[config.mk]
export PLATFORM = sky130hd
export DESIGN_NAME = if_stage_flat
export DESIGN_NICKNAME = d
export VERILOG_FILES = /design/src/rtl/if_stage_if.sv /design/src/rtl/if_stage.sv /design/src/flat_wrapper.sv
export SDC_FILE = /design/constraint.sdc
export NUM_CORES = 1
export LEC_CHECK = 0
export CAP_MARGIN = 20
export CORE_MARGIN = 5
export CORE_UTILIZATION = 52
export CTS_CLUSTER_SIZE = 30
export DETAILED_ROUTE_END_ITERATION = 8
export PLACE_DENSITY = 0.85
export SETUP_SLACK_MARGIN = 0.2
export SLEW_MARGIN = 20
export SYNTH_ARGS = -nofsm -noshare
export SYNTH_HDL_FRONTEND = slang
export SYNTH_SLANG_ARGS = --single-unit
[constraint.sdc]
create_clock -name clk -period 3.25 [get_ports clk]
set_clock_uncertainty 0.15 [all_clocks]
set_input_delay 0.975 -clock clk [delete_from_list [all_inputs] [get_ports clk]]
set_output_delay 0.975 -clock clk [all_outputs]
set_load 0.01 [all_outputs]
[src/rtl/if_stage_if.sv]
// Instruction-memory fetch port between the fetch stage and the memory.
interface if_stage_if;
  logic        imem_req;
  logic [31:2] imem_adr;
  logic        imem_ack;
  logic [31:0] imem_rdata;

  modport master (
    output imem_req,
    output imem_adr,
    input  imem_ack,
    input  imem_rdata
  );

  modport slave (
    input  imem_req,
    input  imem_adr,
    output imem_ack,
    output imem_rdata
  );
endinterface

[src/rtl/if_stage.sv]
// Instruction-fetch stage.
// It issues word fetches at the PC stage's pc and registers the instruction for
// decode. It strobes fetch_adv once per consumed word, and a one-entry skid
// buffer absorbs a decode stall. Flushes squash the fetch. A fetch that waits
// too long for an ack raises a timeout error.
module if_stage #(
  parameter logic [31:0] NOP_INST = 32'h0000_0013,
  parameter int          MAX_WAIT = 15
) (
  input  logic        clk,
  input  logic        rst_n,
  input  logic        cpu_run,
  input  logic [31:2] pc,
  input  logic        flush,
  input  logic        stall,
  output logic        fetch_adv,
  if_stage_if.master  imem,
  output logic [31:0] inst_id,
  output logic [31:2] pc_id,
  output logic        inst_vld_id,
  output logic        fetch_err,
  output logic [31:2] fetch_err_adr
);

  localparam logic [2:0] IDLE  = 3'd0;
  localparam logic [2:0] START = 3'd1;
  localparam logic [2:0] REQ   = 3'd2;
  localparam logic [2:0] HOLD  = 3'd3;
  localparam logic [2:0] ERR   = 3'd4;

  // Last wait-count value before the timeout fires.
  localparam logic [3:0] WAIT_LAST = 4'(MAX_WAIT - 1);

  logic [2:0]  state;
  logic [2:0]  state_nx;
  logic [3:0]  wait_cnt;
  logic [3:0]  wait_cnt_nx;
  logic        load_mem;
  logic        load_skid;
  logic        to_skid;
  logic        err_set;
  logic        err_clr;
  logic [31:0] skid_inst;
  logic [31:2] skid_pc;

  // The PC stage holds pc until fetch_adv, so the address is always the pc.
  assign imem.imem_adr = pc;

  // Next-state and strobe decode. The ack cycle carries the single advance,
  // unless the word has to be parked in the skid buffer.
  always_comb begin
    state_nx      = state;
    wait_cnt_nx   = wait_cnt;
    fetch_adv     = 1'b0;
    imem.imem_req = 1'b0;
    load_mem      = 1'b0;
    load_skid     = 1'b0;
    to_skid       = 1'b0;
    err_set       = 1'b0;
    err_clr       = 1'b0;
    case (state)
      IDLE: begin
        if (cpu_run) state_nx = START;
      end
      START: begin
        fetch_adv = 1'b1;
        state_nx  = REQ;
      end
      REQ: begin
        imem.imem_req = 1'b1;
        if (imem.imem_ack) begin
          wait_cnt_nx = 4'd0;
          if (flush) begin
            fetch_adv = 1'b1;
            state_nx  = cpu_run ? REQ : IDLE;
          end else if (!stall) begin
            fetch_adv = 1'b1;
            load_mem  = 1'b1;
            state_nx  = cpu_run ? REQ : IDLE;
          end else begin
            to_skid  = 1'b1;
            state_nx = HOLD;
          end
        end else if (wait_cnt == WAIT_LAST) begin
          err_set     = 1'b1;
          wait_cnt_nx = 4'd0;
          state_nx    = ERR;
        end else begin
          wait_cnt_nx = wait_cnt + 4'd1;
        end
      end
      HOLD: begin
        if (flush) begin
          fetch_adv = 1'b1;
          state_nx  = REQ;
        end else if (!stall) begin
          fetch_adv = 1'b1;
          load_skid = 1'b1;
          state_nx  = cpu_run ? REQ : IDLE;
        end
      end
      ERR: begin
        if (flush) begin
          fetch_adv = 1'b1;
          err_clr   = 1'b1;
          state_nx  = REQ;
        end
      end
      default: begin
        state_nx = IDLE;
      end
    endcase
  end

  // Fetch control: state and wait counter.
  always_ff @(posedge clk or negedge rst_n) begin
    if (!rst_n) begin
      state    <= IDLE;
      wait_cnt <= 4'd0;
    end else begin
      state    <= state_nx;
      wait_cnt <= wait_cnt_nx;
    end
  end

  // Skid buffer: captures a word acked while decode is stalled.
  always_ff @(posedge clk or negedge rst_n) begin
    if (!rst_n) begin
      skid_inst <= NOP_INST;
      skid_pc   <= '0;
    end else if (to_skid) begin
      skid_inst <= imem.imem_rdata;
      skid_pc   <= pc;
    end
  end

  // Decode-facing output register; a flush overrides both load and stall.
  always_ff @(posedge clk or negedge rst_n) begin
    if (!rst_n) begin
      inst_id     <= NOP_INST;
      pc_id       <= '0;
      inst_vld_id <= 1'b0;
    end else if (flush) begin
      inst_id     <= NOP_INST;
      inst_vld_id <= 1'b0;
    end else if (load_mem) begin
      inst_id     <= imem.imem_rdata;
      pc_id       <= pc;
      inst_vld_id <= 1'b1;
    end else if (load_skid) begin
      inst_id     <= skid_inst;
      pc_id       <= skid_pc;
      inst_vld_id <= 1'b1;
    end else if (!stall) begin
      inst_vld_id <= 1'b0;
    end
  end

  // Fetch-timeout flag and the address that timed out.
  always_ff @(posedge clk or negedge rst_n) begin
    if (!rst_n) begin
      fetch_err     <= 1'b0;
      fetch_err_adr <= '0;
    end else if (err_set) begin
      fetch_err     <= 1'b1;
      fetch_err_adr <= pc;
    end else if (err_clr) begin
      fetch_err     <= 1'b0;
    end
  end

endmodule
[src/flat_wrapper.sv]
// flat-port wrapper written by rule: the top's interface ports become plain ports
module if_stage_flat 
#(
  parameter logic [31:0] NOP_INST = 32'h0000_0013,
  parameter int          MAX_WAIT = 15
)
  (clk, rst_n, cpu_run, pc, flush, stall, fetch_adv, inst_id, pc_id, inst_vld_id, fetch_err, fetch_err_adr, imem_imem_req, imem_imem_adr, imem_imem_ack, imem_imem_rdata);
  if_stage_if imem_i ();
  input  logic clk;
  input  logic rst_n;
  input  logic cpu_run;
  input  logic [31:2] pc;
  input  logic flush;
  input  logic stall;
  output logic fetch_adv;
  output logic [31:0] inst_id;
  output logic [31:2] pc_id;
  output logic inst_vld_id;
  output logic fetch_err;
  output logic [31:2] fetch_err_adr;
  output wire logic [$bits(imem_i.imem_req)-1:0] imem_imem_req;
  output wire logic [$bits(imem_i.imem_adr)-1:0] imem_imem_adr;
  input wire logic [$bits(imem_i.imem_ack)-1:0] imem_imem_ack;
  input wire logic [$bits(imem_i.imem_rdata)-1:0] imem_imem_rdata;
  assign imem_imem_req = imem_i.imem_req;
  assign imem_imem_adr = imem_i.imem_adr;
  assign imem_i.imem_ack = imem_imem_ack;
  assign imem_i.imem_rdata = imem_imem_rdata;
  if_stage #(.NOP_INST(NOP_INST), .MAX_WAIT(MAX_WAIT)) u_core (.clk(clk), .rst_n(rst_n), .cpu_run(cpu_run), .pc(pc), .flush(flush), .stall(stall), .fetch_adv(fetch_adv), .imem(imem_i), .inst_id(inst_id), .pc_id(pc_id), .inst_vld_id(inst_vld_id), .fetch_err(fetch_err), .fetch_err_adr(fetch_err_adr));
endmodule
Yosys cells after proc, flatten, opt, wreduce, memory -nomap -nowiden. Cells that the tools add are included.

Register bits: 163. Logic and storage cells: 68. Output and inout bits: 126.

Bitwise gates (word level): 1. Equality and inequality tests: 10. Multiplexer cells: 41. Add/sub/neg operators: 1. Reductions and logical operators: 6.

Operators with widths (count): $mux W32 (3); $mux W30 (2); $mux W3 (8); $mux W1 (23); $pmux W3 S5 (1); $mux W4 (2); $eq A3 B2 Y1 const B (2); $add A4 B1 Y4 const B (1); $eq A4 B4 Y1 const B (1); $ne A2 B2 Y1 const B (2); $ne A4 B2 Y1 const B (1); $pmux W1 S4 (1); $reduce_and A4 Y1 (1); $reduce_bool A2 Y1 (2); $eq A3 B1 Y1 const B (1); $eq A3 B3 Y1 const B (1); $logic_not A3 Y1 (1); $ne A3 B2 Y1 const B (1); $ne A3 B3 Y1 const B (1); $reduce_bool A3 Y1 (1); $mux W2 (1); $reduce_and A2 Y1 (1); $not A1 Y1 (1).

Depth between registers and ports, before layout. Gate-level depths: netlist of run 1.

Word-level depth: 6. Depth in mapped cells: 8. Gate-level depth less buffers: 6.

Worst setup path after synthesis of run 1. OpenSTA, ideal clock, no wires.

Kind: input to output. From: in imem_imem_ack. To: out fetch_adv. Cell stages on the path: 2. Data required time: 2.125 ns. Setup slack: 0.642 ns. Buffers on the path: 0. Data arrival time: 1.483 ns. Cells stage by stage: mux2_2 -> o221a_2.

Longest elaborated chain between the ends: 2.

RTL lines: from (decl) (RTL line flat_wrapper.sv:23) `input wire logic [$bits(imem_i.imem_ack)-1:0] imem_imem_ack;`; $mux W1 (RTL line if_stage.sv:71) `if (imem.imem_ack) begin`; $pmux W1 S4 (RTL line if_stage.sv:61) `case (state)`; to (decl) (RTL line flat_wrapper.sv:15) `output logic fetch_adv;`.

Every way passes these cells.

Worst setup path after layout of run 1.
From: reg u_core.state[1]. To: out imem_imem_req.

Longest elaborated chain between the ends: 2.

RTL lines: from (decl) (RTL line if_stage.sv:34) `logic [2:0] state;`; from (signal assigned) (RTL line if_stage.sv:121) `state <= state_nx;`; $eq A3 B2 Y1 (RTL line if_stage.sv:61); $mux W1 (RTL line if_stage.sv:61); to (decl) (RTL line flat_wrapper.sv:21) `output wire logic [$bits(imem_i.imem_req)-1:0] imem_imem_req;`.

Every way passes these cells.

==> results of run 1 <==
where the power goes:
part | internal (mW) | switching, mW | leakage, nW
combinational | 1.10 | 0.773 | 2.54
clock | 1.41 | 0.772 | 0.307
sequential | 2.66 | 0.372 | 2.10
total | 5.17 | 1.92 | 4.95
per-layer routing:
layer  share of wire  vias to the layer above  wire length (µm)
met2            0.51                      188              8810
met1            0.39                     2540              6660
met5               0                        -                 0
met3           0.082                       16              1400
met4           0.014                        0               243
li1                -                     2333                 -
through the flow:
| stage | worst slack [ns] | utilization | instance area [µm²] | std cells | TNS [ns] |
|---|---|---|---|---|---|
| 3_3_place_gp | -0.242 | 0.682 | 9390 | 912 | -0.242 |
| 5_1_grt | 0.213 | 0.726 | 10000 | 942 | 0 |
| 4_1_cts | 0.0892 | 0.726 | 10000 | 942 | 0 |
| 2_1_floorplan | 0.642 | - | 7230 | 560 | 0 |
| 3_5_place_dp | -0.254 | 0.682 | 9390 | 912 | -0.254 |
| 6_report | 0.312 | 0.726 | 10000 | 942 | 0 |
worst max-delay path: cells and delay by family, from the launching register on:
family                 cells  cell delay (ns)
buffers and inverters      1             0.57
flip-flops                 1             0.58
AND/OR/NAND/NOR            2             0.25
cells by family (layout without fill, tap and decap cells):
logic type / after synthesis / count (layout) / synth area share
AOI/OAI and AO/OA: 81 / 81 / 0.0604
adders and majority gates: 2 / 2 / 0.00346
buffers and inverters: 70 / 272 / 0.0654
DFF: 163 / 163 / 0.565
muxes: 155 / 155 / 0.245
and+or+nand+nor: 89 / 89 / 0.0607
Yosys cell counts (4+ instances only):
library cell and number:
mux2_2 62, mux2_4 28, buf_4 37, clkbuf_1 14, mux2i_1 62, buf_2 10, a21oi_1 4, dfrtp_1 157
nand3_1 33, nor2_1 5, o21ai_0 68, dfstp_2 6, nand2_1 34
registers in the layout (all words and copies together), names as in the netlist:
signal	cells
u_core.wait_cnt	4
u_core.inst_vld_id	1
u_core.fetch_err_adr	30
u_core.inst_id	32
u_core.fetch_err	1
u_core.state	3
u_core.pc_id	30
u_core.skid_pc	30
u_core.skid_inst	32
cell type report:
cell class | count | area (µm²)
Fill cell | 940 | 3770
Tap cell | 180 | 225
Sequential cell | 163 | 4090
Clock inverter | 9 | 178
Multi-Input combinational cell | 327 | 2690
Clock buffer | 21 | 470
Inverter | 3 | 11.3
Timing Repair Buffer | 239 | 2340
final timing paths:
check	endpoint	slack, ns	cells after the start
max	imem_imem_req	0.31	3
min	u_core.pc_id[6]	0.33	2
max reg2reg	u_core.pc_id[14]	1.15	5
min reg2reg	u_core.pc_id[6]	0.33	2
max in group asynchronous	u_core.skid_inst[23]	1.84	2
min in group asynchronous	u_core.inst_id[2]	0.36	1
repair_timing:
item | CTS | global route
gates resized for setup | 34 | 2
setup endpoints to repair | 31 | 1
endpoints found under the hold margin | 0 | 0
gates cloned | 0 | 0
==> impl_results.md, run 1 <==
- Min-Delay Startpoint: u_core.pc_id[6]
- Post-synth EDFFs: 0
- Largest net degree at the start of global routing: 58
- Crit Path Max Fanout: 12
- Post-synth top area share: 0.543
- Crit end category: primary output
- Hold Vio Cnt, Final: 0
- Total CTS buffers: 17
- Dominant cell type by area after synthesis: dfrtp_1
- Yosys warnings: 0
- Met1 Use GR: 0.244
- Sink Count: 163
- Residual DRC count: 0
- Startpoint types: register
- Final setup viols: 0
- Max Cap Viol: 0
- Busiest metal layer after global routing: met2
- Syn nets: 630
- CP max-delay cell: dfrtp_1
- Crit-path max cell delay: 0.58 ns
- Clock root buffer: clkbuf_16
- Hold Slack: 0.327 ns
- Final Power: 7.09 mW
- Postcts setup bufs: 0
- Synthesized area per cell: 12.9 µm²
- Met3 GRT Util: 0.0771
- Pwr dens: 708 nW/µm²
- WL per Instance: 18.2 µm
- CTS HTree Levels: 4
- Crit path time final: 2.94 ns
- Via/cell ratio: 5.39
- DRT Wirelength: 17.1 mm
- CP Cell Sequence: nand2b_4, nor2_1, clkdlybuf4s50_1
- Worst-skew pair later-pin latency: 0.42 ns
- Detailed placer's ending HPWL: 11.8 mm
- Ant. Diodes: 0
- Die X: 128 µm
- Share of layout cells above drive strength 1: 0.236
- Worst VDD drop: 381 µV
- Core region area: 13800 µm²
- Synthesized area: 7230 µm²
- First-pass GRT wire length: 27.4 mm
- GRT Resource Usage Total: 0.213
- Worst R2R Start: u_core.state[0]
- CTS tree: yes
- Routing usage on met2: 0.364
- Main flop type after synthesis: dfrtp_1
- IO Pins: 194
- Max Clk Rate: 0.340 GHz
- Starting DRT DRC Count: 247
- Async SR Flop Fraction: 1.00
- Initial DRT Pass Iterations: 4
- Number of global-route vias before repair: 5515
- RSZ-0062 raised after global routing: no
- Area grow syn2layout: 38.3%
- Worst Path Arrival: 1.81 ns
- CTS hold repair buffers: 0
- GP Congestion: 0.794
- Pleak: 4.95 nW
- Num rows: 43
- Period utilization: 0.904
- Crit Path Category: register to primary output
- Post-route ant nets: 0
- Commonest cells after routing, fill and taps aside: clkdlybuf4s50_1 (159), dfrtp_1 (157), o21ai_0 (68), mux2_2 (62), mux2i_1 (62)
- Die area: 16400 µm²
- Synth unique cells: 41
- Worst slew pin tran: 0.995 ns
- Vias: 5077
- Max transition margin: 0.336
- CP startpoint: u_core.state[1]
- Fin nets: 821
- Initial Utilization: 0.525
- Yosys reg bits: 163
- Initial antenna violation count: 0
- Max Root-Sink Buffers: 2
- WP data required: 2.12 ns
- Synth area leaders: dfrtp_1 (54%), mux2_2 (9.7%), mux2i_1 (8.6%), mux2_4 (5.8%), o21ai_0 (4.7%)
- Commonest non-fill, non-tap cell in the layout: clkdlybuf4s50_1
- Outcome: finished, final reports clean
- Final max-slew violation count: 0
- Die span in y: 128 µm
- Overflow after GRT: 0
- Hold Crit Class: register to register
- Clock-pin slew on the worst setup and hold paths: 0.06 ns
- Sequential fraction of the synthesis area: 0.565
- Synth Instances: 560
- Port Buffers: 193
Note: power is estimated with default switching activity, not from simulation.
==> run 2, diff against run 1 <==
--- a/config.mk
+++ b/config.mk
@@ -7,10 +7,10 @@
 export LEC_CHECK = 0
 export CAP_MARGIN = 20
 export CORE_MARGIN = 5
-export CORE_UTILIZATION = 52
+export CORE_UTILIZATION = 49
 export CTS_CLUSTER_SIZE = 30
 export DETAILED_ROUTE_END_ITERATION = 8
-export PLACE_DENSITY = 0.85
+export PLACE_DENSITY = 0.81
 export SETUP_SLACK_MARGIN = 0.2
 export SLEW_MARGIN = 20
 export SYNTH_ARGS = -nofsm -noshare
==> constraint.sdc (replaced) <==
create_clock -name clk -period 3.22 [get_ports clk]
set_clock_uncertainty 0.15 [all_clocks]
set_input_delay 0.966 -clock clk [delete_from_list [all_inputs] [get_ports clk]]
set_output_delay 0.966 -clock clk [all_outputs]
set_load 0.01 [all_outputs]
==> run 2 against run 1 <==
Net effect: register-to-register slack about the same; routed wire length down 2.7%; flip-flop and latch count unchanged; combinational power about the same; first-iteration DRC count down 2.4%; clock-buffer cell count unchanged; cell area down 0.94%; sequential power about the same; clock power down 13%; global-route usage down 1.9 points; critical endpoint unchanged; largest power group unchanged.
==> impl_results.md, run 2 (synthesized netlist as in run 1, its figures left out) <==
- Post-Place Cells: 913 (was 912)
- Sink Count: 163 (unchanged)
- Largest delay share family, worst path: buffers and inverters (was flip-flops)
- Largest net degree at the start of global routing: 73 (was 58)
- Die X: 131 µm (was 128 µm)
- Switching part of the total power: 0.280 (was 0.271)
- Max Cap Viol: 0 (unchanged)
- Worst slew pin tran: 0.669 ns (was 0.995 ns)
- Final max-slew violation count: 0 (unchanged)
- Total CTS buffers: 17 (unchanged)
- Overflow after GRT: 0 (unchanged)
- Core region area: 14500 µm² (was 13800 µm²)
- Vias: 5022 (was 5077)
- Hold Vio Cnt, Final: 0 (unchanged)
- Num rows: 44 (was 43)
- Ant. Diodes: 0 (unchanged)
- P_sw: 1.92 mW (about the same)
- Commonest cells after routing, fill and taps aside: clkdlybuf4s50_1 (159), dfrtp_1 (156), o21ai_0 (68), mux2i_1 (62), mux2_2 (61) (was clkdlybuf4s50_1 (159), dfrtp_1 (157), o21ai_0 (68), mux2_2 (62), mux2i_1 (62))
- Commonest non-fill, non-tap cell in the layout: clkdlybuf4s50_1 (unchanged)
- Crit end category: primary output (unchanged)
- Detailed placer's ending HPWL: 11.6 mm (was 11.8 mm)
- Max Clk Rate: 0.339 GHz
- Clock share of power: 0.278 (was 0.309)
- Starting DRT DRC Count: 241 (was 247)
- Non-Filler Instances: 946 (was 942)
- Via/cell ratio: 5.31 (was 5.39)
- GRT Resource Usage Total: 0.193 (was 0.213)
- Fin nets: 819 (was 821)
- Initial antenna violation count: 0 (unchanged)
- Internal power: 4.94 mW (was 5.17 mW)
- Worst Path Arrival: 1.83 ns (was 1.81 ns)
- Reg power frac: 0.446 (was 0.428)
- Final Power: 6.86 mW (was 7.09 mW)
- Number of global-route vias before repair: 5480 (was 5515)
- Initial DRT Pass Iterations: 4 (unchanged)
- Max Root-Sink Buffers: 2 (unchanged)
- Die area: 17300 µm² (was 16400 µm²)
- CTS tree: yes (unchanged)
- Port Buffers: 193 (unchanged)
- CTS HTree Levels: 4 (unchanged)
- RSZ-0062 raised after global routing: no (unchanged)
- Clock-pin slew on the worst setup and hold paths: 0.06 ns (about the same)
- Postcts setup bufs: 0 (unchanged)
- Worst VDD drop: 383 µV (was 381 µV)
- Post-route ant nets: 0 (unchanged)
- Crit path time final: 2.95 ns
- CP Cell Sequence: nand2b_4, nor2_1, clkdlybuf4s50_1 (unchanged)
- Startpoint types: register (unchanged)
- First-pass GRT wire length: 27.8 mm (was 27.4 mm)
- Crit-path max cell delay: 0.57 ns (was 0.58 ns)
- Clock root buffer: clkbuf_16 (unchanged)
- Outcome: finished, final reports clean (unchanged)
- WP data required: 2.10 ns (was 2.12 ns)
- Initial Utilization: 0.500 (was 0.525)
- Post-DP Area: 9350 µm² (was 9390 µm²)
- Resize count post-CTS: 38 (was 34)
- CTS hold repair buffers: 0 (unchanged)
- Comb power frac: 0.276 (was 0.264)
- Area grow syn2layout: 37.0% (was 38.3%)
- Pwr dens: 692 nW/µm² (was 708 nW/µm²)
- IO Pins: 194 (unchanged)
- Top Registers: u_core.inst_id x32, u_core.skid_inst x32 (unchanged)
- Pleak: 4.90 nW (was 4.95 nW)
- DRT Wirelength: 16.6 mm (was 17.1 mm)
- Residual DRC count: 0 (unchanged)
- Hold Crit Class: input pin to async pin (was register to register)
- Die span in y: 131 µm (was 128 µm)
- GP Congestion: 0.861 (was 0.794)
- Worst-skew pair later-pin latency: 0.41 ns (was 0.42 ns)
- Crit Path Max Fanout: 10 (was 12)
- Final setup viols: 0 (unchanged)
- Setup TNS: 0 ns (unchanged)
- WL per Instance: 17.6 µm (was 18.2 µm)
- Final instance area: 9910 µm² (was 10000 µm²)
- Crit path buffers/inverters: 1 (unchanged)
- Crit Path Category: register to primary output (unchanged)
- Hold Slack: 0.333 ns (was 0.327 ns)
- Max transition margin: 0.554 (was 0.336)
- Share of layout cells above drive strength 1: 0.234 (was 0.236)
- CP max-delay cell: clkdlybuf4s50_1 (was dfrtp_1)
- Period utilization: 0.916
==> run 2: layer usage <==
| metal | up-vias | track usage | routed length [µm] |
|---|---|---|---|
| met5 | - | 0 | 0 |
| met4 | 0 | 0.0651 | 276 |
| met3 | 24 | 0.0692 | 1310 |
| met2 | 165 | 0.317 | 8050 |
| met1 | 2506 | 0.239 | 7010 |
| li1 | 2327 | - | - |
==> run 2: layout make-up <==
type                            instances  area (µm²)
Clock buffer                           21         440
Clock inverter                         11         113
Fill cell                            1044        4570
Inverter                                3        11.3
Multi-Input combinational cell        327        2700
Sequential cell                       163        4090
Tap cell                              184         230
Timing Repair Buffer                  237        2320
==> run 2: metrics by stage <==
stage | worst slack (ns) | util
5_1_grt | 0.216 | 0.684
3_3_place_gp | -0.254 | 0.646
2_1_floorplan | 0.630 | -
4_1_cts | 0.188 | 0.682
3_5_place_dp | -0.263 | 0.646
6_report | 0.270 | 0.684
==> run 2: worst paths after layout <==
path	cells after the start	from	slack, ns	to
worst max-delay path	3	u_core.state[2]	0.27	imem_imem_req
worst min-delay path	1	rst_n	0.33	u_core.inst_id[5]
worst max register to register	3	u_core.state[0]	1.14	u_core.fetch_err_adr[9]
worst min register to register	2	u_core.pc_id[7]	0.33	u_core.pc_id[7]
max in group asynchronous	2	rst_n	1.79	u_core.skid_inst[0]
min in group clk	2	u_core.pc_id[7]	0.33	u_core.pc_id[7]
==> run 2: power groups by stage <==
| stage | combinational [mW] | clock (mW) | sequential [mW] |
|---|---|---|---|
| floorplan | 0.931 | 0 | 3.08 |
| global placement | 1.82 | 0 | 3.03 |
| detailed placement | 1.91 | 0 | 3.08 |
| CTS | 1.92 | 1.94 | 3.05 |
| global route | 2.09 | 2.03 | 3.14 |
| finish | 1.89 | 1.91 | 3.06 |
==> run 3, diff against run 2 <==
--- a/config.mk
+++ b/config.mk
@@ -10,7 +10,9 @@
 export CORE_UTILIZATION = 49
 export CTS_CLUSTER_SIZE = 30
 export DETAILED_ROUTE_END_ITERATION = 8
+export GPL_TIMING_DRIVEN = 0
 export PLACE_DENSITY = 0.81
+export REMOVE_ABC_BUFFERS = 1
 export SETUP_SLACK_MARGIN = 0.2
 export SLEW_MARGIN = 20
 export SYNTH_ARGS = -nofsm -noshare
==> run 3 against run 2 <==
Net effect: die area unchanged; fmax down 0.72%; cell area down 2.6%; worst hold slack got worse by 0.0036 ns; register-to-register slack got worse by 0.33 ns; total power rose by 2.2%; worst setup slack worse by 0.021 ns; global-route usage is 0.80 points lower; first-iteration DRC count is 11% higher; largest cell class unchanged.
==> impl_results.md, run 3 (synthesized netlist as in run 1, its figures left out) <==
- Worst slew pin tran: 0.999 ns (was 0.669 ns)
- Period utilization: 0.923 (was 0.916)
- Sink Count: 163 (unchanged)
- CTS tree: yes (unchanged)
- Worst Path Arrival: 1.86 ns (was 1.83 ns)
- Met1 Use GR: 0.221 (was 0.239)
- Num rows: 44 (unchanged)
- Die area: 17300 µm² (unchanged)
- WP data required: 2.10 ns (about the same)
- Clock root buffer: clkbuf_16 (unchanged)
- Pleak: 4.73 nW (was 4.90 nW)
- Initial DRT Pass Iterations: 4 (unchanged)
- Final max-slew violation count: 0 (unchanged)
- Final instance area: 9660 µm² (was 9910 µm²)
- Commonest non-fill, non-tap cell in the layout: clkdlybuf4s50_1 (unchanged)
- Final setup viols: 0 (unchanged)
- Startpoint types: input pin (was register)
- Hold Crit Class: register to register (was input pin to async pin)
- Via/cell ratio: 5.32 (was 5.31)
- Detailed placer's ending HPWL: 10.9 mm (was 11.6 mm)
- Crit path time final: 2.97 ns (was 2.95 ns)
- Overflow after GRT: 0 (unchanged)
- CP max-delay cell: mux2_2 (was clkdlybuf4s50_1)
- Die span in y: 131 µm (unchanged)
- First-pass GRT wire length: 26.6 mm (was 27.8 mm)
- Commonest cells after routing, fill and taps aside: clkdlybuf4s50_1 (158), dfrtp_1 (157), o21ai_0 (68), mux2_2 (62), mux2i_1 (62) (was clkdlybuf4s50_1 (159), dfrtp_1 (156), o21ai_0 (68), mux2i_1 (62), mux2_2 (61))
- Post-DP Area: 9060 µm² (was 9350 µm²)
- GP Congestion: 0.753 (was 0.861)
- Share of layout cells above drive strength 1: 0.194 (was 0.234)
- Number of global-route vias before repair: 5208 (was 5480)
- Starting DRT DRC Count: 268 (was 241)
- IO Pins: 194 (unchanged)
- Clock-pin slew on the worst setup and hold paths: 0.06 ns (about the same)
- Final Power: 7.01 mW (was 6.86 mW)
- Busiest metal layer after global routing: met2 (unchanged)
- Routing usage on met2: 0.314 (was 0.317)
- Fin nets: 779 (was 819)
- Total CTS buffers: 17 (unchanged)
- Core region area: 14500 µm² (unchanged)
- CTS hold repair buffers: 0 (unchanged)
- R2r setup slk: 0.81 ns (was 1.14 ns)
- Pwr dens: 726 nW/µm² (was 692 nW/µm²)
- Max Cap Viol: 0 (unchanged)
- DRT Wirelength: 15.9 mm (was 16.6 mm)
- Post-route ant nets: 0 (unchanged)
- Crit end category: primary output (unchanged)
- Sequential cell area: 4090 µm² (about the same)
- Port Buffers: 193 (unchanged)
- WL per Instance: 17.6 µm (about the same)
- Initial antenna violation count: 0 (unchanged)
- Fillers: 1058 (was 1044)
- Die X: 131 µm (unchanged)
- Multi-input gate area: 2700 µm² (about the same)
- Largest net degree at the start of global routing: 98 (was 73)
- Outcome: finished, final reports clean (unchanged)
- Crit Path Max Fanout: 4 (was 10)
- Worst-skew pair later-pin latency: 0.41 ns (about the same)
- Crit Path Category: input pin to primary output (was register to primary output)
- Hold Vio Cnt, Final: 0 (unchanged)
- Worst VDD drop: 459 µV (was 383 µV)
- Ant. Diodes: 0 (unchanged)
- GRT Resource Usage Total: 0.185 (was 0.193)
- CP Cell Sequence: clkdlybuf4s15_1, mux2_2, o221a_2, buf_2 (was nand2b_4, nor2_1, clkdlybuf4s50_1)
- Hold Slack: 0.330 ns (was 0.333 ns)
- Top Registers: u_core.inst_id x32, u_core.skid_inst x32 (unchanged)
- Residual DRC count: 0 (unchanged)
- Initial Utilization: 0.500 (unchanged)
- Crit-path max cell delay: 0.28 ns (was 0.57 ns)
- RSZ-0062 raised after global routing: no (unchanged)
- Area grow syn2layout: 33.5% (was 37.0%)
- Max transition margin: 0.333 (was 0.554)
- Max Clk Rate: 0.337 GHz (was 0.339 GHz)
- CTS HTree Levels: 4 (unchanged)
- Max Root-Sink Buffers: 2 (unchanged)
- Met3 GRT Util: 0.0619 (was 0.0692)
- Vias: 4820 (was 5022)
==> run 3: cell count changes in the layout (fill, tap and decap cells not counted), moves of 2 or more <==
cell | previous run | this run
clkbuf_1 | 4 | 1
clkinv_4 | 0 | 4
clkbuf_8 | 0 | 2
clkinv_2 | 6 | 2
buf_4 | 37 | 0
buf_12 | 6 | 1
buf_6 | 2 | 0
buf_16 | 1 | 3
bufinv_16 | 2 | 4
==> run 3: final timing paths <==
check                           startpoint                  end  cells after the start
setup / recovery             imem_imem_ack            fetch_adv                      4
min in group asynchronous            rst_n     u_core.pc_id[14]                      1
max in group asynchronous            rst_n  u_core.skid_inst[6]                      2
hold reg to reg            u_core.pc_id[8]      u_core.pc_id[8]                      2
hold / removal             u_core.pc_id[8]      u_core.pc_id[8]                      2
setup reg to reg           u_core.state[1]    u_core.inst_id[2]                      5
==> run 3: area by class of cell <==
cell class,instances,share of cell area
inverter,3,0.00117
clock buffer,20,0.0473
timing repair buffer,197,0.207
multi-input combinational,327,0.279
clock inverter,12,0.0187
sequential,163,0.423
tap,184,0.0238
==> run 3: report_power, final <==
group | internal, mW | switching, mW
registers | 2.68 | 0.354
clock network | 1.34 | 0.806
logic | 1.07 | 0.755
total | 5.09 | 1.92
==> run 3: critical path: cells and delay by family <==
kind,cells,cell delay [ns]
multiplexers,1,0.28
buffers and inverters,2,0.36
AO/OA/AOI/OAI,1,0.25
==> run 3: metrics by stage <==
step,setup TNS [ns],worst slack (ns),std cells,util
floorplan,-33.96,-0.624,493,-
global placement,-1025.03,-5.24,870,0.617
detailed placement,-8.28,-0.343,874,0.626
CTS,0,0.0684,906,0.667
global route,0,0.209,906,0.667
finish,0,0.249,906,0.667
==> run 3: repair_timing <==
action | CTS | global route
setup buffers | 0 | 0
endpoints found under the setup margin | 41 | 1
resized for setup | 34 | 4
==> run 3: per-layer routing <==
layer | share of wire | vias to the layer above
met5 | 0 | -
met1 | 0.41 | 2400
met3 | 0.070 | 23
met4 | 0.019 | 0
met2 | 0.50 | 153
li1 | - | 2244
